**config.mk**
```make
export PLATFORM = sky130hd
export DESIGN_NAME = hdlc_tx_framer_flat
export DESIGN_NICKNAME = d
export VERILOG_FILES = /design/src/rtl/hdlc_tx_framer_pkg.sv /design/src/rtl/hdlc_tx_framer_if.sv /design/src/rtl/hdlc_fcs16.sv /design/src/rtl/hdlc_tx_framer.sv /design/src/flat_wrapper.sv
export SDC_FILE = /design/constraint.sdc
export NUM_CORES = 1
export LEC_CHECK = 0
export CAP_MARGIN = 20
export CORE_ASPECT_RATIO = 0.9
export CORE_MARGIN = 2
export CORE_UTILIZATION = 47
export CTS_BUF_LIST = sky130_fd_sc_hd__clkbuf_4
export CTS_CLUSTER_SIZE = 8
export DETAILED_ROUTE_END_ITERATION = 10
export PLACE_DENSITY_LB_ADDON = 0.1
export SETUP_SLACK_MARGIN = 0.15
export SLEW_MARGIN = 20
export SYNTH_ARGS = -nofsm -noshare
export SYNTH_HDL_FRONTEND = slang
export SYNTH_SLANG_ARGS = --single-unit
export TNS_END_PERCENT = 100
```
**constraint.sdc**
```tcl
create_clock -name Clk -period 2.5 [get_ports Clk]
set_input_delay 0.5 -clock Clk [delete_from_list [all_inputs] [get_ports Clk]]
set_output_delay 0.5 -clock Clk [all_outputs]
set_load 0.005 [all_outputs]
```
**src/rtl/hdlc_tx_framer_pkg.sv**
```systemverilog
// hdlc_pkg: shared definitions for the HDLC transmit framer and the
// reusable CRC-16/X.25 engine.
//   - state_t          : framer FSM states
//   - HDLC_FLAG        : opening/closing flag octet
//   - HDLC_ABORT       : abort octet (a 0 followed by seven 1s, LSB first)
//   - FCS_POLY/FCS_INIT: reflected CRC-16/X.25 polynomial and seed
//   - STUFF_LIMIT      : run of 1s after which a 0 is inserted
//   - fcs16Step()      : one bit-serial CRC update
package hdlc_pkg;

  typedef enum logic [2:0] {
    ST_IDLE,
    ST_START_FLAG,
    ST_DATA,
    ST_FCS,
    ST_END_FLAG,
    ST_ABORT
  } state_t;

  localparam logic [7:0]  HDLC_FLAG   = 8'h7E;
  localparam logic [7:0]  HDLC_ABORT  = 8'hFE;
  localparam logic [15:0] FCS_POLY    = 16'h8408;
  localparam logic [15:0] FCS_INIT    = 16'hFFFF;
  localparam logic [2:0]  STUFF_LIMIT = 3'd5;

  // Reflected CRC update: the register shifts towards bit 0 and the
  // polynomial is folded in whenever the outgoing bit differs from the data.
  function automatic logic [15:0] fcs16Step(input logic [15:0] crc, input logic dataBit);
    logic feedback;
    feedback  = crc[0] ^ dataBit;
    fcs16Step = {1'b0, crc[15:1]} ^ (feedback ? FCS_POLY : 16'h0000);
  endfunction

endpackage

```
**src/rtl/hdlc_tx_framer_if.sv**
```systemverilog
// hdlc_tx_framer_if: Tx-buffer handshake and serial line bundle.
//   Upstream -> framer : Tx_Enable, Tx_DataAvail, Tx_Data[7:0], Tx_AbortFrame
//   Framer -> upstream : Tx_RdBuff, Tx, Tx_Busy, Tx_Done, Tx_AbortedTrans
// master is the buffer/controller side, slave is the framer.
interface hdlc_tx_framer_if;

  logic       Tx_Enable;
  logic       Tx_DataAvail;
  logic [7:0] Tx_Data;
  logic       Tx_AbortFrame;
  logic       Tx_RdBuff;
  logic       Tx;
  logic       Tx_Busy;
  logic       Tx_Done;
  logic       Tx_AbortedTrans;

  modport master (
    output Tx_Enable, Tx_DataAvail, Tx_Data, Tx_AbortFrame,
    input  Tx_RdBuff, Tx, Tx_Busy, Tx_Done, Tx_AbortedTrans
  );

  modport slave (
    input  Tx_Enable, Tx_DataAvail, Tx_Data, Tx_AbortFrame,
    output Tx_RdBuff, Tx, Tx_Busy, Tx_Done, Tx_AbortedTrans
  );

endinterface

```
**src/rtl/hdlc_fcs16.sv**
```systemverilog
// hdlc_fcs16: bit-serial CRC-16/X.25 register, shared by Tx and Rx paths.
//   Clk, Rst : clock and asynchronous active-high reset (reset = FCS_INIT)
//   i_init   : reload FCS_INIT on the next edge
//   i_en     : fold i_bit into the CRC on the next edge (wins over i_init)
//   i_bit    : serial data bit
//   o_crc    : current CRC register (not complemented)
module hdlc_fcs16
  import hdlc_pkg::*;
(
  input  logic        Clk,
  input  logic        Rst,
  input  logic        i_init,
  input  logic        i_en,
  input  logic        i_bit,
  output logic [15:0] o_crc
);

  logic [15:0] r_crc;

  // An update takes priority so a caller may seed and feed in one place
  // without worrying about ordering; otherwise the register holds.
  always_ff @(posedge Clk or posedge Rst) begin
    if (Rst) begin
      r_crc <= FCS_INIT;
    end else if (i_en) begin
      r_crc <= fcs16Step(r_crc, i_bit);
    end else if (i_init) begin
      r_crc <= FCS_INIT;
    end
  end

  assign o_crc = r_crc;

endmodule

```
**src/rtl/hdlc_tx_framer.sv**
```systemverilog
// hdlc_tx_framer: bit-serial HDLC transmit framer.
//   Clk, Rst : clock (one line bit per cycle), async active-high reset
//   bus      : hdlc_tx_framer_if.slave
//              in : Tx_Enable, Tx_DataAvail, Tx_Data[7:0] (show-ahead), Tx_AbortFrame
//              out: Tx_RdBuff (pop strobe), Tx (serial, LSB first), Tx_Busy,
//                   Tx_Done, Tx_AbortedTrans
// Parameter FCS_EN (default 1) appends the complemented CRC-16/X.25 before
// the closing flag. Frame: flag, stuffed data, stuffed FCS, flag; the line
// idles at 1. An abort replaces the rest of the frame with 8'hFE.
module hdlc_tx_framer
  import hdlc_pkg::*;
#(
  parameter int FCS_EN = 1
)
(
  input  logic            Clk,
  input  logic            Rst,
  hdlc_tx_framer_if.slave bus
);

  state_t      r_state;
  logic [15:0] r_shift;
  logic [4:0]  r_bitCnt;
  logic [2:0]  r_ones;
  logic        r_tx;
  logic        r_rdPend;
  logic        r_rdBuff;
  logic        r_busy;
  logic        r_done;
  logic        r_aborted;

  logic        w_abortNow;
  logic        w_stuffNow;
  logic        w_boundary;
  logic        w_load;
  logic        w_crcEn;
  logic        w_crcInit;
  logic        w_crcBit;
  logic [15:0] w_crc;
  logic [15:0] w_fcsWord;
  logic [2:0]  w_onesInc;

  // r_bitCnt counts bits already placed on the line for the current octet
  // (or 16-bit FCS word), so a boundary is reached once the last bit is out.
  assign w_abortNow = bus.Tx_AbortFrame && (r_state != ST_IDLE) && (r_state != ST_ABORT);
  assign w_stuffNow = ((r_state == ST_DATA) || (r_state == ST_FCS)) && (r_ones == STUFF_LIMIT);
  assign w_boundary = (r_bitCnt == ((r_state == ST_FCS) ? 5'd16 : 5'd8));
  assign w_load     = !w_abortNow && !w_stuffNow && w_boundary && bus.Tx_DataAvail &&
                      ((r_state == ST_START_FLAG) || (r_state == ST_DATA));
  assign w_crcEn    = !w_abortNow &&
                      (w_load || ((r_state == ST_DATA) && !w_stuffNow && !w_boundary));
  assign w_crcBit   = w_load ? bus.Tx_Data[0] : r_shift[0];
  assign w_crcInit  = (r_state == ST_IDLE) || (r_state == ST_END_FLAG) || (r_state == ST_ABORT);
  assign w_fcsWord  = ~w_crc;
  assign w_onesInc  = r_ones + 3'd1;

  // The CRC sees exactly the unstuffed data bits, fed on the same edge that
  // drives each bit onto the line; it is reseeded outside the frame body.
  hdlc_fcs16 u_fcs16 (
    .Clk    (Clk),
    .Rst    (Rst),
    .i_init (w_crcInit),
    .i_en   (w_crcEn),
    .i_bit  (w_crcBit),
    .o_crc  (w_crc)
  );

  // Framer FSM. Every edge drives the next line bit into r_tx. A new octet's
  // bit 0 goes out on the edge that loads it, the remainder shifts from
  // r_shift. Abort is checked first so it beats byte load, end-of-data and
  // closing-flag completion. Inserted zeros hold r_shift and r_bitCnt, which
  // is what lets a stuffed octet simply take one more cycle.
  always_ff @(posedge Clk or posedge Rst) begin
    if (Rst) begin
      r_state   <= ST_IDLE;
      r_shift   <= 16'h0000;
      r_bitCnt  <= 5'd0;
      r_ones    <= 3'd0;
      r_tx      <= 1'b1;
      r_rdPend  <= 1'b0;
      r_rdBuff  <= 1'b0;
      r_busy    <= 1'b0;
      r_done    <= 1'b0;
      r_aborted <= 1'b0;
    end else begin
      r_rdBuff  <= r_rdPend;
      r_rdPend  <= 1'b0;
      r_done    <= 1'b0;
      r_aborted <= 1'b0;
      if (w_abortNow) begin
        r_state   <= ST_ABORT;
        r_busy    <= 1'b1;
        r_tx      <= HDLC_ABORT[0];
        r_shift   <= {9'd0, HDLC_ABORT[7:1]};
        r_bitCnt  <= 5'd1;
        r_aborted <= 1'b1;
      end else begin
        case (r_state)
          ST_IDLE: begin
            r_tx     <= 1'b1;
            r_bitCnt <= 5'd0;
            if (bus.Tx_Enable && bus.Tx_DataAvail) begin
              r_state  <= ST_START_FLAG;
              r_busy   <= 1'b1;
              r_tx     <= HDLC_FLAG[0];
              r_shift  <= {9'd0, HDLC_FLAG[7:1]};
              r_bitCnt <= 5'd1;
              r_ones   <= 3'd0;
            end
          end
          ST_START_FLAG, ST_DATA: begin
            if (w_stuffNow) begin
              r_tx   <= 1'b0;
              r_ones <= 3'd0;
            end else if (w_boundary) begin
              if (bus.Tx_DataAvail) begin
                r_state  <= ST_DATA;
                r_tx     <= bus.Tx_Data[0];
                r_shift  <= {9'd0, bus.Tx_Data[7:1]};
                r_bitCnt <= 5'd1;
                r_ones   <= bus.Tx_Data[0] ? w_onesInc : 3'd0;
                r_rdPend <= 1'b1;
              end else if (FCS_EN != 0) begin
                r_state  <= ST_FCS;
                r_tx     <= w_fcsWord[0];
                r_shift  <= {1'b0, w_fcsWord[15:1]};
                r_bitCnt <= 5'd1;
                r_ones   <= w_fcsWord[0] ? w_onesInc : 3'd0;
              end else begin
                r_state  <= ST_END_FLAG;
                r_tx     <= HDLC_FLAG[0];
                r_shift  <= {9'd0, HDLC_FLAG[7:1]};
                r_bitCnt <= 5'd1;
              end
            end else begin
              r_tx     <= r_shift[0];
              r_shift  <= {1'b0, r_shift[15:1]};
              r_bitCnt <= r_bitCnt + 5'd1;
              r_ones   <= ((r_state == ST_DATA) && r_shift[0]) ? w_onesInc : 3'd0;
            end
          end
          ST_FCS: begin
            if (w_stuffNow) begin
              r_tx   <= 1'b0;
              r_ones <= 3'd0;
            end else if (w_boundary) begin
              r_state  <= ST_END_FLAG;
              r_tx     <= HDLC_FLAG[0];
              r_shift  <= {9'd0, HDLC_FLAG[7:1]};
              r_bitCnt <= 5'd1;
            end else begin
              r_tx     <= r_shift[0];
              r_shift  <= {1'b0, r_shift[15:1]};
              r_bitCnt <= r_bitCnt + 5'd1;
              r_ones   <= r_shift[0] ? w_onesInc : 3'd0;
            end
          end
          ST_END_FLAG, ST_ABORT: begin
            if (w_boundary) begin
              r_state  <= ST_IDLE;
              r_tx     <= 1'b1;
              r_busy   <= 1'b0;
              r_bitCnt <= 5'd0;
              r_done   <= (r_state == ST_END_FLAG);
            end else begin
              r_tx     <= r_shift[0];
              r_shift  <= {1'b0, r_shift[15:1]};
              r_bitCnt <= r_bitCnt + 5'd1;
            end
          end
          default: begin
            r_state <= ST_IDLE;
            r_tx    <= 1'b1;
            r_busy  <= 1'b0;
          end
        endcase
      end
    end
  end

  assign bus.Tx              = r_tx;
  assign bus.Tx_RdBuff       = r_rdBuff;
  assign bus.Tx_Busy         = r_busy;
  assign bus.Tx_Done         = r_done;
  assign bus.Tx_AbortedTrans = r_aborted;

endmodule

```
**src/flat_wrapper.sv**
```systemverilog
// flat-port wrapper written by rule: the top's interface ports become plain ports
module hdlc_tx_framer_flat import hdlc_pkg::*;
#(
  parameter int FCS_EN = 1
)
  (Clk, Rst, bus_Tx_Enable, bus_Tx_DataAvail, bus_Tx_Data, bus_Tx_AbortFrame, bus_Tx_RdBuff, bus_Tx, bus_Tx_Busy, bus_Tx_Done, bus_Tx_AbortedTrans);
  hdlc_tx_framer_if bus_i ();
  input  logic Clk;
  input  logic Rst;
  input wire logic [$bits(bus_i.Tx_Enable)-1:0] bus_Tx_Enable;
  input wire logic [$bits(bus_i.Tx_DataAvail)-1:0] bus_Tx_DataAvail;
  input wire logic [$bits(bus_i.Tx_Data)-1:0] bus_Tx_Data;
  input wire logic [$bits(bus_i.Tx_AbortFrame)-1:0] bus_Tx_AbortFrame;
  output wire logic [$bits(bus_i.Tx_RdBuff)-1:0] bus_Tx_RdBuff;
  output wire logic [$bits(bus_i.Tx)-1:0] bus_Tx;
  output wire logic [$bits(bus_i.Tx_Busy)-1:0] bus_Tx_Busy;
  output wire logic [$bits(bus_i.Tx_Done)-1:0] bus_Tx_Done;
  output wire logic [$bits(bus_i.Tx_AbortedTrans)-1:0] bus_Tx_AbortedTrans;
  assign bus_i.Tx_Enable = bus_Tx_Enable;
  assign bus_i.Tx_DataAvail = bus_Tx_DataAvail;
  assign bus_i.Tx_Data = bus_Tx_Data;
  assign bus_i.Tx_AbortFrame = bus_Tx_AbortFrame;
  assign bus_Tx_RdBuff = bus_i.Tx_RdBuff;
  assign bus_Tx = bus_i.Tx;
  assign bus_Tx_Busy = bus_i.Tx_Busy;
  assign bus_Tx_Done = bus_i.Tx_Done;
  assign bus_Tx_AbortedTrans = bus_i.Tx_AbortedTrans;
  hdlc_tx_framer #(.FCS_EN(FCS_EN)) u_core (.Clk(Clk), .Rst(Rst), .bus(bus_i));
endmodule
```
Word level (Yosys, flattened, before mapping)
Cells that the tools add are included.
{"block": "totals", "input_bits": 13, "elab_cells": 132, "ff_bits": 49, "output_inout_bits": 5}
{"block": "classes", "n_eq_ne": 19, "bitwise_logic": 4, "reduce_logical": 34, "n_addsub": 2, "n_mux": 62}
{"op": "two-way mux 16 bit", "n": 8}
{"op": "one-hot mux 16 bit (4 select lines)", "n": 1}
{"op": "two-way mux 3 bit", "n": 17}
{"op": "two-way mux 15 bit", "n": 3}
{"op": "two-way mux 5 bit", "n": 5}
{"op": "two-way mux 1 bit", "n": 23}
{"op": "!= test 3 x 2 -> 1 bit (second input constant)", "n": 6}
{"op": "NOT 16 bit", "n": 1}
{"op": "XOR 15 x 16 -> 16 bit", "n": 1}
{"op": "one-hot mux 5 bit (3 select lines)", "n": 1}
{"op": "logical AND 1 bit", "n": 12}
{"op": "one-hot mux 3 bit (4 select lines)", "n": 1}
{"op": "equality test 3 bit (second input constant)", "n": 3}
{"op": "!= test 3 x 1 -> 1 bit (second input constant)", "n": 3}
{"op": "one-hot mux 3 bit (3 select lines)", "n": 1}
{"op": "equality test 3 x 2 -> 1 bit (second input constant)", "n": 2}
{"op": "AND reduction 6 bit", "n": 1}
{"op": "nonzero test 3 bit", "n": 2}
{"op": "adder 5 x 1 -> 5 bit (second input constant)", "n": 1}
{"op": "equality test 5 bit", "n": 1}
{"op": "logical OR 1 bit", "n": 5}
{"op": "AND reduction 5 bit", "n": 1}
{"op": "nonzero test 5 bit", "n": 1}
{"op": "one-hot mux 1 bit (4 select lines)", "n": 1}
{"op": "other kinds (17)", "n": 20}

Longest topological paths before layout
{"block": "logic_depth", "word_depth": 13, "ltp_mapped": 9, "depth_no_buf": 8}

Hierarchy
From an unflattened synthesis, not the netlist that was laid out.
{"block": "hier_totals", "cells_unflattened": 321, "hier_area_um2": 2996.6}
{"mod": "hdlc_tx_framer", "seq_area_each_um2": 802.0, "instances": 1, "area_per_inst_um2": 2304.7, "cells_each": 251}
{"mod": "hdlc_fcs16", "seq_area_each_um2": 420.4, "instances": 1, "area_per_inst_um2": 691.9, "cells_each": 70}

Worst setup path before layout
OpenSTA, ideal clock, no wires.
{"block": "synth_timing", "path_kind": "register to register", "from": "reg u_core.r_bitCnt[0]", "to": "reg u_core.r_ones[0]", "t_arrival_ps": 1838, "synth_period_minus_slack_ps": 1962, "stages_incl_launch_ff": 9, "setup_time_ps": 125, "path_buffers": 0, "required_ps": 2375, "slack_ps": 538, "path_cell_list": "dfrtp_1 > inv_1 > ha_1 > or4bb_1 > nand4b_1 > o21ai_1 > a22oi_2 > nor2_1 > mux2_2"}
{"block": "synth_via", "elab_chain_cells": 4, "elab_cells_between_ends": 6, "classes_between": "2 x eq/ne; 3 x mux; 1 x reduce/logical"}
{"item": "start, declared", "line": "hdlc_tx_framer.sv:23", "text": "logic [4:0] r_bitCnt;"}
{"item": "start signal, assigned", "line": "hdlc_tx_framer.sv:138", "text": "r_bitCnt <= r_bitCnt + 5'd1;"}
{"item": "start signal, assigned", "line": "hdlc_tx_framer.sv:154", "text": "r_bitCnt <= r_bitCnt + 5'd1;"}
{"item": "start signal, assigned", "line": "hdlc_tx_framer.sv:168", "text": "r_bitCnt <= r_bitCnt + 5'd1;"}
{"item": "equality test 5 bit *", "line": "hdlc_tx_framer.sv:47", "text": "assign w_boundary = (r_bitCnt == ((r_state == ST_FCS) ? 5'd16 : 5'd8));"}
{"item": "two-way mux 3 bit", "line": "hdlc_tx_framer.sv:115", "text": "end else if (w_boundary) begin"}
{"item": "two-way mux 3 bit", "line": "hdlc_tx_framer.sv:112", "text": "if (w_stuffNow) begin"}
{"item": "one-hot mux 3 bit (3 select lines)", "line": "hdlc_tx_framer.sv:98", "text": "case (r_state)"}
{"item": "end signal, assigned", "line": "hdlc_tx_framer.sv:121", "text": "r_ones <= bus.Tx_Data[0] ? w_onesInc : 3'd0;"}
{"item": "end signal, assigned", "line": "hdlc_tx_framer.sv:128", "text": "r_ones <= w_fcsWord[0] ? w_onesInc : 3'd0;"}
{"item": "end signal, assigned", "line": "hdlc_tx_framer.sv:139", "text": "r_ones <= ((r_state == ST_DATA) && r_shift[0]) ? w_onesInc : 3'd0;"}
{"item": "end, declared", "line": "hdlc_tx_framer.sv:24", "text": "logic [2:0] r_ones;"}
Every way passes the cells marked *; elsewhere a longest branch is shown, timed or not.
A chain may end at the register's enable or synchronous reset.

Final worst setup path
Ends and elaborated chain as after synthesis.

==> results.txt <==
R2R setup slack -> 0.31 ns
Worst EP arrival -> 2.44 ns
CTS root buffer -> clkbuf_4
FF-to-FF Start -> u_core.r_bitCnt[0]
Synth Register Bits -> 48
Syn-to-layout area delta -> 13.3%
WL/cell -> 15.3 um
DRT iter0 DRCs -> 237
Leakage -> 1.28 nW
CTS Buffer Depth -> 2
Worst path slowest cell -> or4bb_4
Power Density -> 939 nW/um^2
Fraction of layout cells with a size suffix above 1 -> 0.195
F_max -> 457 MHz
Vias in the first global route -> 2287
Critical path endpoint category -> flip-flop
Worst-path clk slew -> 0.14 ns
Die Width -> 85.5 um
Die H -> 77.4 um
Synthesized area -> 2810 um^2
Die Footprint -> 6620 um^2
DRT Pass-1 Iters -> 5
Routed Antenna Nets -> 0
Area of the multi-input gates -> 1460 um^2
Max Clock Skew -> 0.0163 ns
CORE AREA -> 5730 um^2
DP Area -> 3090 um^2
RSZ-0062 raised after global routing -> no
Worst path max stage delay -> 0.58 ns
# hold bufs at CTS -> 0
Post-synthesis async set-or-reset flop share -> 1.00
CP Cell Sequence -> inv_1 -> ha_1 -> or4bb_4 -> nand4b_1 -> o21ai_1 -> a22oi_2 -> nor2_1 -> mux2_2
# DRC -> 0
Seq/Total Area, Yosys -> 0.435
Slew HR -> 0.602
Area leader, netlist -> dfrtp_1
I/O pin count -> 18
I/O Buffers -> 17
Mapped Nets -> 338
Routability cong. -> 0.919
Setup Viol. Count Final -> 0
Syn Area/Cell -> 8.76 um^2
Worst skew pair latency -> 0.36 ns
Outcome -> complete, no violations
Slew Limit Fails -> 0
Hold Crit Class -> flip-flop to flip-flop
Overflow after GRT -> 0
Clock sink total -> 48
First-pass GRT wire length -> 11.0 mm
Worst-Margin Slew -> 0.590 ns
Ys Warns -> 0
Syn Inst Count -> 321
Crit path launch type -> flip-flop
Netlist cell types -> 54
R2R depth -> 8
Post-route minimum period -> 2.19 ns
Detail-routed via count per cell -> 5.73
Largest net degree at the start of global routing -> 33
Critical path type -> flip-flop to flip-flop
Post-synth EDFFs -> 0
Gr usage total -> 0.208
Crit share post-route -> 0.876
Fill cells -> 519
Hold Violations, Final -> 0
Hold Crit Depth -> 0
Hold path start -> u_core.r_rdPend
Routed vias -> 2373
Dominant synthesized flop cell -> dfrtp_1
CTS H-tree lvls -> 2
Post-Layout Inst Area -> 3190 um^2
Nets -> 360
Rows -> 26
CTS buffer count -> 5
Initial Util -> 0.491
Placed wire-length estimate -> 4.74 mm
Initial antenna violation count -> 0
R2r endpoint -> u_core.r_ones[0]
Max FO, Critical Path -> 5
Reg area -> 1220 um^2
Top cells by area, synth -> dfrtp_1, dfstp_2, nand2_1
Critical path data required time -> 2.75 ns
Maximum VDD drop -> 0.000578 V
Hold EP -> u_core.bus.Tx_RdBuff
Most frequent cells after synthesis -> nand2_1, nor2_1, dfrtp_1
ANT cells -> 0
Max capacitance violation total -> 0
Routed wire length -> 6.34 mm
TritonCTS clock tree -> yes
Synth top area share -> 0.276
TNS Setup -> 0 ns
repair_timing:
| action | in CTS | in global routing |
|---|---|---|
| setup endpoints to repair | 0 | 5 |
| buffers inserted | 0 | 2 |
| gates resized for setup | 0 | 1 |
logic make-up after synthesis:
kind of cell	Yosys count	synth area share
simple gates	133	0.226
compound gates	101	0.232
mux	4	0.0213
buf+inv	24	0.0471
flops	48	0.435
fa+ha+maj	4	0.0178
xor+xnor	7	0.0218
sequential cells by signal, indices dropped and copies added (netlist names), 3 cells and up:
signal and flops:
u_core.r_shift 15, u_core.u_fcs16.o_crc 16, u_core.r_bitCnt 5, u_core.r_ones 3, u_core.r_state 3
final cells by class:
class / count / share of cell area
clock buffers: 7 / 0.0165
clock inverters: 1 / 0.00942
repair buffers: 32 / 0.0965
well taps: 70 / 0.0275
multi-input cells: 249 / 0.458
flip-flops and latches: 48 / 0.383
inverters: 7 / 0.00824
metrics by stage:
step,util,cells,setup slack (ns),hold WS [ns],power (mW)
2_1_floorplan,-,321,0.538,0.331,2.14
3_3_place_gp,0.539,404,0.0930,0.388,2.52
3_5_place_dp,0.539,404,0.123,0.387,2.52
4_1_cts,0.554,412,0.273,0.412,3.00
5_1_grt,0.557,414,0.180,0.419,3.24
6_report,0.557,414,0.310,0.411,2.99
layer usage:
metal / vias up / share of wire / global-route usage
li1: 1177 / - / -
met1: 1114 / 0.49 / 0.326
met2: 75 / 0.42 / 0.298
met3: 7 / 0.070 / 0.0319
met4: 0 / 0.012 / 0.0508
met5: - / 0 / 0
worst max-delay path: cells and delay by family, from the launching register on:
family	cells	cell delay, ns
and+or+nand+nor	3	0.80
DFF	1	0.44
AOI/OAI and AO/OA	2	0.31
muxes	1	0.26
adders and majority gates	1	0.17
buffers and inverters	1	0.10
worst max-delay path by stage:
stage | start | end | cells after the start
after floorplan | u_core.r_bitCnt[0] | u_core.r_ones[0] | 8
after global placement | bus_Tx_AbortFrame | u_core.r_state[0] | 7
after detailed placement | bus_Tx_AbortFrame | u_core.r_state[0] | 7
after CTS | u_core.r_bitCnt[0] | u_core.r_ones[0] | 8
after global routing | u_core.r_bitCnt[0] | u_core.u_fcs16.o_crc[10] | 8
final | u_core.r_bitCnt[0] | u_core.r_ones[0] | 8
cell usage in the layout, fill, tap and decap left out, drive strengths merged, types with 3 or more instances in the layout:
cell type / n
inv: 7
nor2b: 6
dfstp: 17
nor3: 5
mux2: 3
nor2: 46
nand3: 5
a221oi: 8
ha: 4
buf: 15
clkdlybuf4s50: 17
nand2b: 8
a21o: 4
xnor2: 3
nand2: 46
nand4: 3
o21ai: 46
clkbuf: 7
dfrtp: 31
a21oi: 25
nand4b: 3
xor2: 4
power breakdown:
part	switching, mW	leakage (nW)	total [mW]	internal [mW]
clock network	0.244	0.0463	0.478	0.234
registers	0.148	0.578	1.12	0.975
logic	0.821	0.654	1.39	0.572
total	1.21	1.28	2.99	1.78
Power figures use the tool's default switching activity.
